`config.mk`:
```
export PLATFORM = sky130hd
export DESIGN_NAME = debug_cmd_ctrl
export DESIGN_NICKNAME = d
export VERILOG_FILES = /design/src/rtl/debug_defs_pkg.sv /design/src/rtl/dbg_byte_packer.sv /design/src/rtl/debug_cmd_ctrl.sv
export SDC_FILE = /design/constraint.sdc
export NUM_CORES = 1
export LEC_CHECK = 0
export CORE_UTILIZATION = 50
export DETAILED_ROUTE_END_ITERATION = 8
export HOLD_SLACK_MARGIN = 0.06
export PLACE_DENSITY_LB_ADDON = 0.1
export SETUP_SLACK_MARGIN = 0.5
export SYNTH_ARGS = -nofsm -noshare
export SYNTH_HDL_FRONTEND = slang
export SYNTH_SLANG_ARGS = --single-unit
```
`constraint.sdc`:
```
create_clock -name clk -period 2.17 [get_ports clk]
set_input_delay 0.3255 -clock clk [delete_from_list [all_inputs] [get_ports clk]]
set_output_delay 0.3255 -clock clk [all_outputs]
set_load 0.03 [all_outputs]
```
`src/rtl/debug_defs_pkg.sv`:
```
// Shared definitions for the debug command unit: client/host opcodes,
// controller state encoding, frame length and a PC byte selector.
package debug_defs_pkg;

  // Client -> block opcodes
  localparam logic [7:0] OP_PING    = 8'h03;
  localparam logic [7:0] OP_PAUSE   = 8'h04;
  localparam logic [7:0] OP_RESUME  = 8'h05;
  localparam logic [7:0] OP_NEXT    = 8'h06;
  localparam logic [7:0] OP_PROGRAM = 8'h07;
  // Block -> client opcodes
  localparam logic [7:0] OP_OK      = 8'h02;
  localparam logic [7:0] OP_SIGNAL  = 8'h01;

  // OP_SIGNAL frame: opcode byte followed by four PC bytes
  localparam int unsigned FRAME_BYTES = 5;

  typedef enum logic [2:0] {
    ST_IDLE,
    ST_BP_COLLECT,
    ST_PROG_COLLECT,
    ST_PROG_WRITE,
    ST_STEP_WAIT,
    ST_TX_OP,
    ST_TX_PC
  } dbg_state_e;

  // Little-endian byte select of a 32-bit PC
  function automatic logic [7:0] pc_byte(input logic [31:0] pc, input logic [1:0] idx);
    logic [7:0] b;
    case (idx)
      2'd0:    b = pc[7:0];
      2'd1:    b = pc[15:8];
      2'd2:    b = pc[23:16];
      default: b = pc[31:24];
    endcase
    return b;
  endfunction

endpackage

```
`src/rtl/dbg_byte_packer.sv`:
```
// Assembles four received bytes (first byte -> bits [7:0]) into a 32-bit word.
// Ports:
//   clk, rst_n  clock, async active-low reset
//   i_clear     restart assembly at byte 0
//   i_valid     i_byte is a new byte
//   i_byte      received byte
//   o_word      assembled word, valid while o_done is high
//   o_done      high in the cycle the fourth byte is presented
module dbg_byte_packer (
  input  logic        clk,
  input  logic        rst_n,
  input  logic        i_clear,
  input  logic        i_valid,
  input  logic [7:0]  i_byte,
  output logic [31:0] o_word,
  output logic        o_done
);

  logic [31:0] r_shift;
  logic [1:0]  r_count;

  always_ff @(posedge clk or negedge rst_n) begin
    if (!rst_n) begin
      r_shift <= '0;
      r_count <= '0;
    end else if (i_clear) begin
      r_shift <= '0;
      r_count <= '0;
    end else if (i_valid) begin
      r_shift <= {i_byte, r_shift[31:8]};
      r_count <= r_count + 2'd1;
    end
  end

  // Word is presented combinationally with the 4th byte so the caller can
  // act on it in the same cycle; the count wraps to 0 for the next word.
  assign o_done = i_valid && !i_clear && (r_count == 2'd3);
  assign o_word = {i_byte, r_shift[31:8]};

endmodule

```
`src/rtl/debug_cmd_ctrl.sv`:
```
// Debug-unit command sequencer between the UART byte stream and the CPU core.
// Decodes client opcodes, pauses/resumes/single-steps the CPU, arms a
// breakpoint, streams program words into instruction memory and reports the
// PC in OP_SIGNAL frames.
// Ports:
//   clk, rst_n             clock, async active-low reset
//   rx_data, rx_valid      received byte + 1-cycle strobe
//   tx_data, tx_valid      byte to send, held until tx_ready
//   tx_ready               transmitter accepts when tx_valid & tx_ready
//   cpu_pc                 PC of the instruction about to execute
//   cpu_pause, cpu_step    CPU stall level, single-step pulse
//   prog_active            CPU held in reset, imem owned by this block
//   prog_we/addr/data      imem word write port
module debug_cmd_ctrl
  import debug_defs_pkg::*;
#(
  parameter int unsigned PC_WIDTH       = 32,
  parameter int unsigned ADDR_WIDTH     = 14,
  parameter int unsigned TIMEOUT_CYCLES = 40000
) (
  input  logic                  clk,
  input  logic                  rst_n,
  input  logic [7:0]            rx_data,
  input  logic                  rx_valid,
  output logic [7:0]            tx_data,
  output logic                  tx_valid,
  input  logic                  tx_ready,
  input  logic [PC_WIDTH-1:0]   cpu_pc,
  output logic                  cpu_pause,
  output logic                  cpu_step,
  output logic                  prog_active,
  output logic                  prog_we,
  output logic [ADDR_WIDTH-1:0] prog_addr,
  output logic [31:0]           prog_data
);

  localparam int unsigned CNT_W = $clog2(TIMEOUT_CYCLES + 1);

  dbg_state_e            r_state,       w_state_nxt;
  logic                  r_pause,       w_pause_nxt;
  logic                  r_bp_valid,    w_bp_valid_nxt;
  logic [PC_WIDTH-1:0]   r_bp_addr,     w_bp_addr_nxt;
  logic                  r_bp_pend,     w_bp_pend_nxt;
  logic                  r_prog_active, w_prog_active_nxt;
  logic [ADDR_WIDTH-1:0] r_prog_addr,   w_prog_addr_nxt;
  logic [31:0]           r_prog_data,   w_prog_data_nxt;
  logic [7:0]            r_tx_op,       w_tx_op_nxt;
  logic                  r_tx_pc,       w_tx_pc_nxt;
  logic [31:0]           r_pc,          w_pc_nxt;
  logic [1:0]            r_byte_idx,    w_byte_idx_nxt;
  logic                  r_pend_valid,  w_pend_valid_nxt;
  logic [7:0]            r_pend_data,   w_pend_data_nxt;
  logic [CNT_W-1:0]      r_cnt,         w_cnt_nxt;
  logic                  r_step_ph,     w_step_ph_nxt;

  logic                  w_bp_hit;
  logic                  w_bp_req;
  logic                  w_op_valid;
  logic [7:0]            w_op;
  logic [CNT_W-1:0]      w_cnt_inc;
  logic [31:0]           w_pc32;
  logic                  w_pk_valid;
  logic                  w_pk_clear;
  logic [31:0]           w_pk_word;
  logic                  w_pk_done;

  dbg_byte_packer u_packer (
    .clk     (clk),
    .rst_n   (rst_n),
    .i_clear (w_pk_clear),
    .i_valid (w_pk_valid),
    .i_byte  (rx_data),
    .o_word  (w_pk_word),
    .o_done  (w_pk_done)
  );

  assign w_pk_clear = (r_state == ST_IDLE);
  assign w_pk_valid = rx_valid && ((r_state == ST_BP_COLLECT) ||
                                   (r_state == ST_PROG_COLLECT) ||
                                   (r_state == ST_PROG_WRITE));

  // Breakpoint stalls the CPU combinationally so the matched instruction never executes.
  assign w_bp_hit  = !r_pause && r_bp_valid && (cpu_pc == r_bp_addr);
  assign w_bp_req  = w_bp_hit || r_bp_pend;
  assign w_cnt_inc = r_cnt + 1'b1;
  assign w_pc32    = 32'(cpu_pc);

  assign cpu_pause   = r_pause || w_bp_hit;
  assign cpu_step    = (r_state == ST_STEP_WAIT) && !r_step_ph && r_pause;
  assign tx_valid    = (r_state == ST_TX_OP) || (r_state == ST_TX_PC);
  assign prog_active = r_prog_active;
  assign prog_we     = (r_state == ST_PROG_WRITE);
  assign prog_addr   = r_prog_addr;
  assign prog_data   = r_prog_data;

  always_comb begin
    tx_data = '0;
    if (r_state == ST_TX_OP)      tx_data = r_tx_op;
    else if (r_state == ST_TX_PC) tx_data = pc_byte(r_pc, r_byte_idx);
  end

  always_ff @(posedge clk or negedge rst_n) begin
    if (!rst_n) begin
      r_state       <= ST_IDLE;
      r_pause       <= 1'b0;
      r_bp_valid    <= 1'b0;
      r_bp_addr     <= '0;
      r_bp_pend     <= 1'b0;
      r_prog_active <= 1'b0;
      r_prog_addr   <= '0;
      r_prog_data   <= '0;
      r_tx_op       <= '0;
      r_tx_pc       <= 1'b0;
      r_pc          <= '0;
      r_byte_idx    <= '0;
      r_pend_valid  <= 1'b0;
      r_pend_data   <= '0;
      r_cnt         <= '0;
      r_step_ph     <= 1'b0;
    end else begin
      r_state       <= w_state_nxt;
      r_pause       <= w_pause_nxt;
      r_bp_valid    <= w_bp_valid_nxt;
      r_bp_addr     <= w_bp_addr_nxt;
      r_bp_pend     <= w_bp_pend_nxt;
      r_prog_active <= w_prog_active_nxt;
      r_prog_addr   <= w_prog_addr_nxt;
      r_prog_data   <= w_prog_data_nxt;
      r_tx_op       <= w_tx_op_nxt;
      r_tx_pc       <= w_tx_pc_nxt;
      r_pc          <= w_pc_nxt;
      r_byte_idx    <= w_byte_idx_nxt;
      r_pend_valid  <= w_pend_valid_nxt;
      r_pend_data   <= w_pend_data_nxt;
      r_cnt         <= w_cnt_nxt;
      r_step_ph     <= w_step_ph_nxt;
    end
  end

  always_comb begin
    w_state_nxt       = r_state;
    w_pause_nxt       = r_pause;
    w_bp_valid_nxt    = r_bp_valid;
    w_bp_addr_nxt     = r_bp_addr;
    w_bp_pend_nxt     = r_bp_pend || w_bp_hit;
    w_prog_active_nxt = r_prog_active;
    w_prog_addr_nxt   = r_prog_addr;
    w_prog_data_nxt   = r_prog_data;
    w_tx_op_nxt       = r_tx_op;
    w_tx_pc_nxt       = r_tx_pc;
    w_pc_nxt          = r_pc;
    w_byte_idx_nxt    = r_byte_idx;
    w_pend_valid_nxt  = r_pend_valid;
    w_pend_data_nxt   = r_pend_data;
    w_cnt_nxt         = r_cnt;
    w_step_ph_nxt     = r_step_ph;
    w_op_valid        = 1'b0;
    w_op              = rx_data;

    if (w_bp_hit) begin
      w_pause_nxt    = 1'b1;
      w_bp_valid_nxt = 1'b0;
    end

    unique case (r_state)
      ST_IDLE: begin
        // Priority: breakpoint frame, then the parked byte, then a fresh byte.
        // Anything not consumed this cycle is parked (newest wins).
        if (w_bp_req) begin
          w_bp_pend_nxt = 1'b0;
          w_tx_op_nxt   = OP_SIGNAL;
          w_tx_pc_nxt   = 1'b1;
          w_state_nxt   = ST_TX_OP;
          if (rx_valid) begin
            w_pend_valid_nxt = 1'b1;
            w_pend_data_nxt  = rx_data;
          end
        end else if (r_pend_valid) begin
          w_op_valid       = 1'b1;
          w_op             = r_pend_data;
          w_pend_valid_nxt = rx_valid;
          if (rx_valid) w_pend_data_nxt = rx_data;
        end else if (rx_valid) begin
          w_op_valid = 1'b1;
        end

        if (w_op_valid) begin
          case (w_op)
            OP_PING: begin
              w_tx_op_nxt = OP_OK;
              w_tx_pc_nxt = 1'b0;
              w_state_nxt = ST_TX_OP;
            end
            OP_PAUSE: begin
              w_pause_nxt = 1'b1;
              w_tx_op_nxt = OP_SIGNAL;
              w_tx_pc_nxt = 1'b1;
              w_state_nxt = ST_TX_OP;
            end
            OP_RESUME:  w_state_nxt = ST_BP_COLLECT;
            OP_NEXT: begin
              w_step_ph_nxt = 1'b0;
              w_state_nxt   = ST_STEP_WAIT;
            end
            OP_PROGRAM: begin
              w_prog_active_nxt = 1'b1;
              w_prog_addr_nxt   = '0;
              w_cnt_nxt         = '0;
              w_state_nxt       = ST_PROG_COLLECT;
            end
            default: ;
          endcase
        end
      end

      ST_BP_COLLECT: begin
        if (w_pk_done) begin
          w_bp_addr_nxt  = w_pk_word[PC_WIDTH-1:0];
          w_bp_valid_nxt = 1'b1;
          w_pause_nxt    = 1'b0;
          w_state_nxt    = ST_IDLE;
        end
      end

      ST_PROG_COLLECT: begin
        w_cnt_nxt = rx_valid ? '0 : w_cnt_inc;
        if (w_pk_done) begin
          w_prog_data_nxt = w_pk_word;
          w_state_nxt     = ST_PROG_WRITE;
        end else if (!rx_valid && (w_cnt_inc >= CNT_W'(TIMEOUT_CYCLES))) begin
          // Any partial word left in the packer is dropped by the IDLE clear.
          w_prog_active_nxt = 1'b0;
          w_pause_nxt       = 1'b0;
          w_tx_op_nxt       = OP_OK;
          w_tx_pc_nxt       = 1'b0;
          w_state_nxt       = ST_TX_OP;
        end
      end

      ST_PROG_WRITE: begin
        w_cnt_nxt       = rx_valid ? '0 : w_cnt_inc;
        w_prog_addr_nxt = r_prog_addr + 1'b1;
        w_state_nxt     = ST_PROG_COLLECT;
      end

      ST_STEP_WAIT: begin
        if (rx_valid) begin
          w_pend_valid_nxt = 1'b1;
          w_pend_data_nxt  = rx_data;
        end
        if (!r_step_ph) begin
          if (!r_pause) begin
            // Running CPU: behave as PAUSE. A same-cycle breakpoint hit would
            // report the same PC, so it does not queue a second frame.
            w_pause_nxt   = 1'b1;
            w_bp_pend_nxt = r_bp_pend;
            w_tx_op_nxt   = OP_SIGNAL;
            w_tx_pc_nxt   = 1'b1;
            w_state_nxt   = ST_TX_OP;
          end else begin
            w_step_ph_nxt = 1'b1;
          end
        end else begin
          w_tx_op_nxt = OP_SIGNAL;
          w_tx_pc_nxt = 1'b1;
          w_state_nxt = ST_TX_OP;
        end
      end

      ST_TX_OP: begin
        if (rx_valid) begin
          w_pend_valid_nxt = 1'b1;
          w_pend_data_nxt  = rx_data;
        end
        if (tx_ready) begin
          if (r_tx_pc) begin
            // CPU is already stalled here, so the PC is stable for the frame.
            w_pc_nxt       = w_pc32;
            w_byte_idx_nxt = '0;
            w_state_nxt    = ST_TX_PC;
          end else begin
            w_state_nxt = ST_IDLE;
          end
        end
      end

      ST_TX_PC: begin
        if (rx_valid) begin
          w_pend_valid_nxt = 1'b1;
          w_pend_data_nxt  = rx_data;
        end
        if (tx_ready) begin
          if (r_byte_idx == 2'(FRAME_BYTES - 2)) w_state_nxt = ST_IDLE;
          else w_byte_idx_nxt = r_byte_idx + 2'd1;
        end
      end

      default: w_state_nxt = ST_IDLE;
    endcase
  end

endmodule

```
* Word-level counts from Yosys, hierarchy flattened
Index checks and enable logic that the tools add are counted.
Widths: inputs -> output; s select.
** Cells by class
- Add/subtract/negate cells :: 4
- Magnitude comparators :: 1
- Equal/unequal tests :: 31
- Muxes and demuxes :: 86
- Reduce and logical (&&, ||, !) cells :: 41
** Operators with widths (count)
- $mux 8 :: 14
- $mux 32 :: 2
- $mux 16 :: 3
- $pmux 8 s3 :: 2
- $mux 3 :: 11
- $eq 32x32->1 :: 1
- $eq 8x3->1 const B :: 4
- $mux 1 :: 32
- $pmux 16 s2 :: 1
- $pmux 8 s2 :: 2
- $mux 14 :: 2
- $pmux 14 s2 :: 1
- $pmux 3 s7 :: 1
- $add 16x1->16 const B :: 1
- $ge 16x16->1 const B :: 1
- $ne 2x2->1 const B :: 8
- $add 14x1->14 const B :: 1
- $reduce_bool 2->1 :: 7
- $mux 2 :: 6
- $pmux 3 s4 :: 1
- $reduce_and 3->1 :: 4
- $pmux 1 s2 :: 5
- $reduce_and 5->1 :: 2
- $eq 3x3->1 const B :: 3
- other kinds (23) :: 48
** Storage, ports and cells
- Register bits :: 188
- Input port bits :: 44
- Output and inout bits :: 59

* Longest topological paths before layout
Gate-level depths: netlist of run 1.
- Word-level depth :: 11
- Mapped depth :: 11

* Modules after synthesis
From an unflattened synthesis of run 1, not the netlist that was laid out.
** Second synthesis, totals
- Cell total of the unflattened synthesis :: 765
- Area, all modules :: 8764.7 sq um
** Modules (own cells, without submodules)
- debug_cmd_ctrl :: times used 1, cells each 670, area an instance 7608.5 sq um, sequential area each 3853.7 sq um
- dbg_byte_packer :: times used 1, cells each 95, area an instance 1156.1 sq um, sequential area each 650.6 sq um

* Least setup slack after synthesis of run 1
No wires, ideal clock.
- Kind :: register to register
- Start :: register r_state[1]
- End :: register r_tx_pc
- Library setup time :: 0.119 ns
- Arrival time :: 2.227 ns
- Required time :: 2.051 ns
- Setup slack :: -0.176 ns
- Stages on the path, launching flop included :: 9
- Path buffers :: 1
- Cells stage by stage :: dfrtp_1 -> clkbuf_1 -> nor2_1 -> nand2_1 -> nor3_1 -> nor3_1 -> a21o_1 -> o21a_1 -> o21a_1
** Between the ends
- Cells in the longest elaborated chain, start to end :: 8
- Elaborated cells between the ends (all ways) :: 17
- Those cells by class :: eq/ne (7); mux (1); reduce/logical (9)
** Ends and longest elaborated chain
- from (decl) :: line debug_cmd_ctrl.sv:39 : dbg_state_e r_state, w_state_nxt;
- from (signal assigned) :: line debug_cmd_ctrl.sv:121 : r_state <= w_state_nxt;
- $eq 3x1->1 or $eq 3x2->1 (tied branches) :: line debug_cmd_ctrl.sv:78, debug_cmd_ctrl.sv:79, debug_cmd_ctrl.sv:165
- $logic_or 1x1->1 :: line debug_cmd_ctrl.sv:78 : assign w_pk_valid = rx_valid && ((r_state == ST_BP_COLLECT) ||
- $logic_or 1x1->1 :: line debug_cmd_ctrl.sv:79 : (r_state == ST_PROG_COLLECT) ||
- $logic_and 1x1->1 :: line debug_cmd_ctrl.sv:78
- $logic_and 1x1->1 (2 in a row) :: line dbg_byte_packer.sv:37 : assign o_done = i_valid && !i_clear && (r_count == 2'd3);
- $ne 2x2->1 (no line)
- $reduce_and 4->1 (no line)
- to (signal assigned) :: line debug_cmd_ctrl.sv:130 : r_tx_pc <= w_tx_pc_nxt;
- to (decl) :: line debug_cmd_ctrl.sv:48 : logic r_tx_pc, w_tx_pc_nxt;
Parallel ways exist; a longest one is shown, timed or not.
A chain may end at the register's enable or synchronous reset.

* Worst setup path after layout of run 1
- Start :: register r_byte_idx[1]
- End :: output port tx_data[7]
** Between the ends
- Cells in the longest elaborated chain, start to end :: 4
- Elaborated cells between the ends (all ways) :: 6
- Those cells by class :: eq/ne (2); mux (3); reduce/logical (1)
** Ends and longest elaborated chain
- from (decl) :: line debug_cmd_ctrl.sv:50 : logic [1:0] r_byte_idx, w_byte_idx_nxt;
- from (signal assigned) :: line debug_cmd_ctrl.sv:132 : r_byte_idx <= w_byte_idx_nxt;
- $eq 2x2->1 (tied with other cells) :: line debug_defs_pkg.sv:31 : case (idx)
- $pmux 8 s3 * :: line debug_defs_pkg.sv:31
- $mux 8 * :: line debug_cmd_ctrl.sv:99 : else if (r_state == ST_TX_PC) tx_data = pc_byte(r_pc, r_byte_idx);
- $mux 8 * :: line debug_cmd_ctrl.sv:98 : if (r_state == ST_TX_OP) tx_data = r_tx_op;
- to (decl) :: line debug_cmd_ctrl.sv:25 : output logic [7:0] tx_data,
Mark *: on every way between the ends. The rest lies on a longest branch, timed or not.

==> summary.md, run 1 <==
| Metric | Value |
|---|---|
| CTS Buf Count | `17` |
| Relative slew margins | `between 50 and 60%` |
| Clock sink count | `180` |
| ANT nets after route | `0` |
| Clock Path Buffers | `2` |
| Final Power | `between 10 and 15 mW` |
| Largest area contributor in the netlist | `dfrtp_1` |
| RePlAce Congestion | `around 0.93` |
| Total negative slack | `-16.31 ns` |
| CP arrival | `2.18 ns` |
| First drt pass iteration count | `8` |
| Cell with the most instances after synthesis | `dfrtp_1` |
| Total of max-cap violations | `0` |
| Asr flop ratio synth | `100%` |
| Total grt overflow | `0` |
| Fmax | `0.399 GHz` |
| CTS tree | `yes` |
| Final Hold Vio Count | `0` |
| # placed instances | `1146` |
| Drt wl/cell | `22.5 um` |
| EDFF count, synth | `0` |
| Net count after synthesis | `810` |
| Clock latency on the worst-skew pair | `0.44 ns` |
| Syn Inst Count | `759` |
| Leakage | `6.03 nW` |
| GRT Total Usage | `31.9%` |
| Internal power | `8.74 mW` |
| Via/cell ratio | `5.92` |
| Worst Tran Pin Value | `0.624 ns` |
| Primary FF master, synth | `dfrtp_1` |
| First-pass GRT wire length | `42400 um` |
| Vias in the first global route | `7577` |
| H-Tree Depth | `4` |
| Initial Util | `51.5%` |
| Max-slew violations | `0` |
| Comb power frac | `42.5%` |
| Failing checks | `negative setup slack` |
| Final min period | `about 2.5 ns` |
| Area growth from synthesis to layout | `47.6%` |
| Tcrit/Tclk final | `115%` |
| Initial antenna violation count | `0` |
| Fin cells | `about 1200` |
| Die Y | `133 um` |
| Top cells by count, synth | `180 x dfrtp_1, 106 x mux2_2, 67 x nand2_1` |
| Synth top area share | `about 53%` |
| VDD IR max | `0.863 mV` |
| ANT cells | `0` |
| Final core occ | `76.0%` |
| Setup repair after global routing missed its margin | `true` |
| Pwr Density | `1120 nW/um2` |
| Final WL | `27900 um` |
| Run status | `finished with violations` |
| Final setup viols | `62` |
| WHS | `between 0.3 and 0.4 ns` |
| Post-Syn Area | `roughly 8600 um2` |
| Clock power share | `between 20% and 30%` |
| Avg Inst Size Synth | `11.3 um2` |
| Die area | `17700 um2` |
| Netlist cell types | `66` |
| Row count | `47` |
| Switching Power | `5.48 mW` |
| Max FO, Critical Path | `7` |
| R2R setup slack | `-0.33 ns` |
| Port bufs | `102` |
| Remaining design rule violation count | `0` |
| #FFs+latches synth | `180` |
| Crit path capture type | `output port` |
| Yosys warns | `0` |
| Crit start category | `register` |
| Via count | `7317` |
| CP required | `~1.8 ns` |
| Crit path kind | `register to output port` |
| Root Buffer Master | `clkbuf_16` |
| I/O pin cnt | `103` |
| First-iteration detailed-routing DRC count | `478` |
| Register share of total power | `between 30 and 40%` |
| Core Region | `16600 um2` |
| Switching Share | `38.5%` |
| Layout Skew | `between 0.01 and 0.015 ns` |
| Largest net degree at the start of global routing | `65` |
| Nets | `1056` |
| Worst-path clk slew | `0.07 ns` |
| Die W | `133 um` |
| Worst Slack Setup Final | `-0.334 ns` |
| DP HPWL | `17300 um` |
| Layout cells sized above 1 | `between 30 and 40%` |
| Sequential fraction of the synthesis area | `between 50% and 60%` |
| Worst Hold Class | `input port to register` |
| Synth area leaders | `dfrtp_1 53%, mux2_2 14%, xnor2_1 3.3%, nand2_1 2.9%, a22o_1 2.6%` |
-- per-layer routing --
layer	track usage (%)	routed length, um	vias to the layer above
li1	-	-	3241
met1	39.2	11300	3747
met2	55.5	14300	263
met3	5.59	1330	66
met4	12.6	948	0
met5	0	0	-
-- worst max-delay path, stage by stage, from the launching register on --
cell,delay [ns]
dfrtp_1,0.44
inv_2,0.10
ha_4,0.21
a222oi_1,0.44
nor2_1,0.11
a21oi_2,0.22
o21ai_4,0.08
buf_6,0.14
-- power groups by stage --
stage / clock network [mW] / registers, mW / logic, mW
5_1_grt: 3.22 / 5.21 / 6.40
3_5_place_dp: 0 / 5.09 / 4.74
3_3_place_gp: 0 / 5.01 / 4.64
2_1_floorplan: 0 / 5.05 / 2.83
4_1_cts: 3.06 / 5.07 / 5.64
6_report: 3.05 / 5.13 / 6.05
-- placed cells by master, fill, tap and decap left out, drive strengths merged, types with 8 or more instances in the layout --
cell / instances
mux2: 106
nand2b: 13
inv: 23
dfrtp: 180
clkdlybuf4s50: 39
a222oi: 8
a31oi: 8
nand3: 17
o21ai: 31
dlygate4sd2: 50
xor2: 11
nor3: 13
a21oi: 27
clkbuf: 19
buf: 170
nor2: 57
xnor2: 32
a22o: 25
nand2: 67
nand4: 17
-- layout make-up --
| class | count | area, um2 |
|---|---|---|
| Tap cell | 220 | 275 |
| Timing Repair Buffer | 262 | 2690 |
| Sequential cell | 180 | 4510 |
| Fill cell | 1092 | 3990 |
| Clock inverter | 14 | 159 |
| Clock buffer | 17 | 425 |
| Multi-Input combinational cell | 527 | 4510 |
| Inverter | 17 | 83.8 |
-- worst paths after layout --
check | depth (start not counted) | start | to
setup / recovery | 7 | r_byte_idx[1] | tx_data[7]
hold / removal | 2 | cpu_pc[2] | r_pc[2]
setup reg to reg | 9 | r_bp_addr[22] | r_tx_op[2]
hold reg to reg | 1 | r_tx_op[2] | r_tx_op[2]
max in group asynchronous | 3 | rst_n | r_pc[16]
min in group asynchronous | 2 | rst_n | r_pc[27]
-- through the flow --
stage	setup slack [ns]	instance area, um2
CTS	-0.303	12200
global placement	-0.941	10700
global route	-0.465	12700
finish	-0.334	12700
detailed placement	-0.947	10700
floorplan	-0.112	8850
-- kinds of logic (layout without fill, tap and decap cells) --
logic type      count (synthesis)  after routing  share of synthesized area (%)
simple gates                  219            221                           12.7
mux                           112            112                           14.6
compound gates                144            144                           12.2
buf+inv                        54            310                           2.58
flops                         180            180                           52.5
fa+ha+maj                       7              7                           1.02
xor+xnor                       43             43                           4.39
-- state kept, by name, summed over array words and instances (netlist names), 2 cells and up --
signal and flops:
r_pc 32, r_cnt 16, u_packer.r_shift 24, r_state 3, u_packer.r_count 2, r_tx_op 8
prog_data 32, prog_addr 14, r_byte_idx 2, r_pend_data 8, r_bp_addr 32
-- timing repair --
item / 4_1_cts / 5_1_grt
pin swaps: 34 / 28
setup endpoints to repair: 235 / 192
setup buffers: 33 / 12
hold buffers: 1 / 0
endpoints found under the hold margin: 59 / 0
gates cloned: 12 / 2
resized for setup: 154 / 68
Note: power is estimated with default switching activity, not from simulation.
==> run 2, diff against run 1 <==
--- a/config.mk
+++ b/config.mk
@@ -8,6 +8,7 @@
 export CORE_UTILIZATION = 50
 export DETAILED_ROUTE_END_ITERATION = 8
 export HOLD_SLACK_MARGIN = 0.06
+export MAX_ROUTING_LAYER = met4
 export PLACE_DENSITY_LB_ADDON = 0.1
 export SETUP_SLACK_MARGIN = 0.5
 export SYNTH_ARGS = -nofsm -noshare
==> run 2 against run 1 <==
Against the previous run:
- the flow still finishes with violations (negative setup slack)
- core utilization decreased by 1.1 points
- sequential share of layout area increased by 0.51 points
- sequential cell count unchanged
- critical path depth increased by 4
- die area unchanged
- clock power about the same
- global-route usage decreased by 1.9 points
- clock skew increased by 0.0044 ns
- routed wire length decreased by 7.1%
- final cell count decreased by 1.3%
- sequential power about the same
- via count decreased by 3.0%
==> summary.md, run 2 (synthesized netlist as in run 1, its figures left out) <==
| Metric | Value |
|---|---|
| Run status | `finished with violations` |
| Failing checks | `negative setup slack` |
| Final Hold Vio Count | `0 (unchanged)` |
| Dpl cell area | `10700 um2 (about the same)` |
| Reg-to-reg endpoint | `r_cnt[13]` |
| Fmax | `0.384 GHz (-3.8%)` |
| Area growth from synthesis to layout | `45.5%` |
| HP Start | `cpu_pc[19]` |
| Row count | `47 (unchanged)` |
| Final instance area | `12500 um2 (-1.4%)` |
| RePlAce Congestion | `0.897 (-3.9%)` |
| Max FO, Critical Path | `8 (+1)` |
| Switching Power | `5.37 mW (-2.0%)` |
| Total grt overflow | `0 (unchanged)` |
| Tcrit/Tclk final | `120% (+4.5 points)` |
| Core Region | `16600 um2 (unchanged)` |
| Total negative slack | `-20.95 ns (-4.64 ns)` |
| Worst Tran Pin Value | `0.549 ns (-0.0750 ns)` |
| Initial Util | `51.5% (unchanged)` |
| Root Buffer Master | `clkbuf_16` |
| Cell at the slowest stage of the critical path | `dfrtp_1` |
| DP HPWL | `17000 um (-1.9%)` |
| Worst stage delay on the critical path | `0.42 ns (-0.02 ns)` |
| Crit path capture type | `register` |
| Remaining design rule violation count | `0 (unchanged)` |
| First drt pass iteration count | `5 (-3)` |
| Final WL | `25900 um (-7.1%)` |
| Clock sink count | `180 (unchanged)` |
| Clock power share | `21.9% (+0.5 points)` |
| Drt wl/cell | `21.2 um (-5.8%)` |
| Switching Share | `38.7% (+0.18 points)` |
| Die area | `17700 um2 (unchanged)` |
| Port bufs | `102 (unchanged)` |
| Leakage | `5.81 nW (-3.6%)` |
| Max-slew violations | `0 (unchanged)` |
| Setup repair after global routing missed its margin | `true` |
| Crit path kind | `register to register` |
| First-iteration detailed-routing DRC count | `465 (-2.7%)` |
| Crit-path cells | `xnor2_1 > nand4_1 > nor4_4 > nand4_1 > buf_6 > nand2_4 > mux2i_4 > buf_6 > a41o_4 > buf_12 > a31oi_1` |
| Layout Skew | `0.0162 ns (+0.00435 ns)` |
| Register share of total power | `36.8% (+0.8 points)` |
| Total of max-cap violations | `0 (unchanged)` |
| Layout cells sized above 1 | `40.8% (+2.9 points)` |
| Pwr Density | `1110 nW/um2 (-1.0%)` |
| WHS | `0.292 ns (-0.0685 ns)` |
| H-Tree Depth | `4 (unchanged)` |
| Crit start category | `register` |
| Commonest non-fill, non-tap cells in the layout | `176 x dfrtp_1, 104 x buf_4, 74 x mux2_2, 58 x nand2_1, 48 x dlygate4sd2_1` |
| ANT nets after route | `0 (unchanged)` |
| Vias in the first global route | `7230 (-4.6%)` |
| WHS Endpoint | `r_pc[19]` |
| Comb power frac | `41.3% (-1.2 points)` |
| Internal power | `8.51 mW (-2.7%)` |
| R2R setup slack | `-0.43 ns (-0.10 ns)` |
| Initial antenna violation count | `0 (unchanged)` |
| R2R depth | `11 (+2)` |
| Worst Slack Setup Final | `-0.432 ns (-0.0977 ns)` |
| Die W | `133 um (unchanged)` |
| Worst-path clk slew | `0.07 ns (about the same)` |
| Final min period | `2.60 ns (+0.0977 ns)` |
| Final Power | `13.9 mW (-2.4%)` |
| Largest net degree at the start of global routing | `50 (-23%)` |
| First-pass GRT wire length | `39500 um (-6.9%)` |
| Die Y | `133 um (unchanged)` |
| Critical register-to-register path startpoint | `r_bp_addr[20]` |
| Worst Hold Class | `input port to register` |
| Clock Path Buffers | `2 (unchanged)` |
| Via/cell ratio | `5.81 (-1.7%)` |
| ANT cells | `0 (unchanged)` |
| Relative slew margins | `63.4% (+5.0 points)` |
| Hold path depth | `2 (unchanged)` |
| CP arrival | `2.91 ns (+0.73 ns)` |
| Final setup viols | `63 (+1.6%)` |
| Commonest non-fill, non-tap cell in the layout | `dfrtp_1` |
| VDD IR max | `0.668 mV (-23%)` |
| GRT Total Usage | `30.0% (-1.9 points)` |
| Via count | `7100 (-3.0%)` |
| I/O pin cnt | `103 (unchanged)` |
| Nets | `1039 (-1.6%)` |
| CP required | `2.47 ns (+0.63 ns)` |
| CTS tree | `yes` |
| CTS Buf Count | `17 (unchanged)` |
| Clock latency on the worst-skew pair | `0.44 ns (about the same)` |
==> run 2: worst max path at each step <==
| stage | from | end | slack, ns | cells after the start |
|---|---|---|---|---|
| after floorplan | r_bp_addr[20] | r_tx_op[2] | -0.11 | 8 |
| after global placement | cpu_pc[25] | r_state[1] | -0.89 | 11 |
| after detailed placement | cpu_pc[25] | r_state[1] | -0.90 | 11 |
| after CTS | r_byte_idx[0] | tx_data[0] | -0.37 | 7 |
| after global routing | r_bp_addr[20] | r_tx_pc | -0.58 | 9 |
| final | r_bp_addr[20] | r_cnt[13] | -0.43 | 11 |
==> run 2: layer usage <==
layer  GRT usage [%]  wire (um)  vias to the layer above
met4            9.77        668                        0
li1                -          -                     3221
met5               -          0                        -
met3            4.33       1110                       45
met1            38.4      10900                     3600
met2            49.1      13200                      234
==> run 2: power groups by stage <==
stage	clock (mW)	combinational [mW]	sequential (mW)
detailed placement	0	4.74	5.08
CTS	3.09	5.18	5.06
global placement	0	4.64	5.02
floorplan	0	2.83	5.05
global route	3.22	6.11	5.21
finish	3.03	5.73	5.11
==> run 2: layout make-up <==
cell class | instances | area, um2
multi-input combinational | 527 | 4610
sequential | 180 | 4510
fill | 1141 | 4170
timing repair buffer | 245 | 2430
clock buffer | 17 | 425
tap | 220 | 275
clock inverter | 15 | 160
inverter | 17 | 73.8
==> run 2: metrics by stage <==
| step | util (%) | setup slack, ns | cells |
|---|---|---|---|
| final | 75.0 | -0.432 | 1221 |
| after global routing | 75.0 | -0.584 | 1221 |
| after CTS | 71.5 | -0.374 | 1197 |
| after detailed placement | 64.6 | -0.900 | 1144 |
| after global placement | 64.6 | -0.892 | 1144 |
| after floorplan | - | -0.112 | 759 |
==> run 2: repair_timing <==
action | CTS | global route
gates resized for setup | 150 | 80
hold endpoints to repair | 45 | 0
setup buffers | 16 | 18
pin swaps | 30 | 58
hold buffers | 1 | 0
endpoints found under the setup margin | 180 | 179
gates cloned | 4 | 6
==> run 2: worst max-delay path, delay by kind of cell (launching register included) <==
kind                      cells  cell delay, ns
muxes                         1            0.26
DFF                           1            0.42
and+or+nand+nor               4            0.75
buffers and inverters         3            0.48
AOI/OAI and AO/OA             2            0.33
xor gates and xnor gates      1            0.24
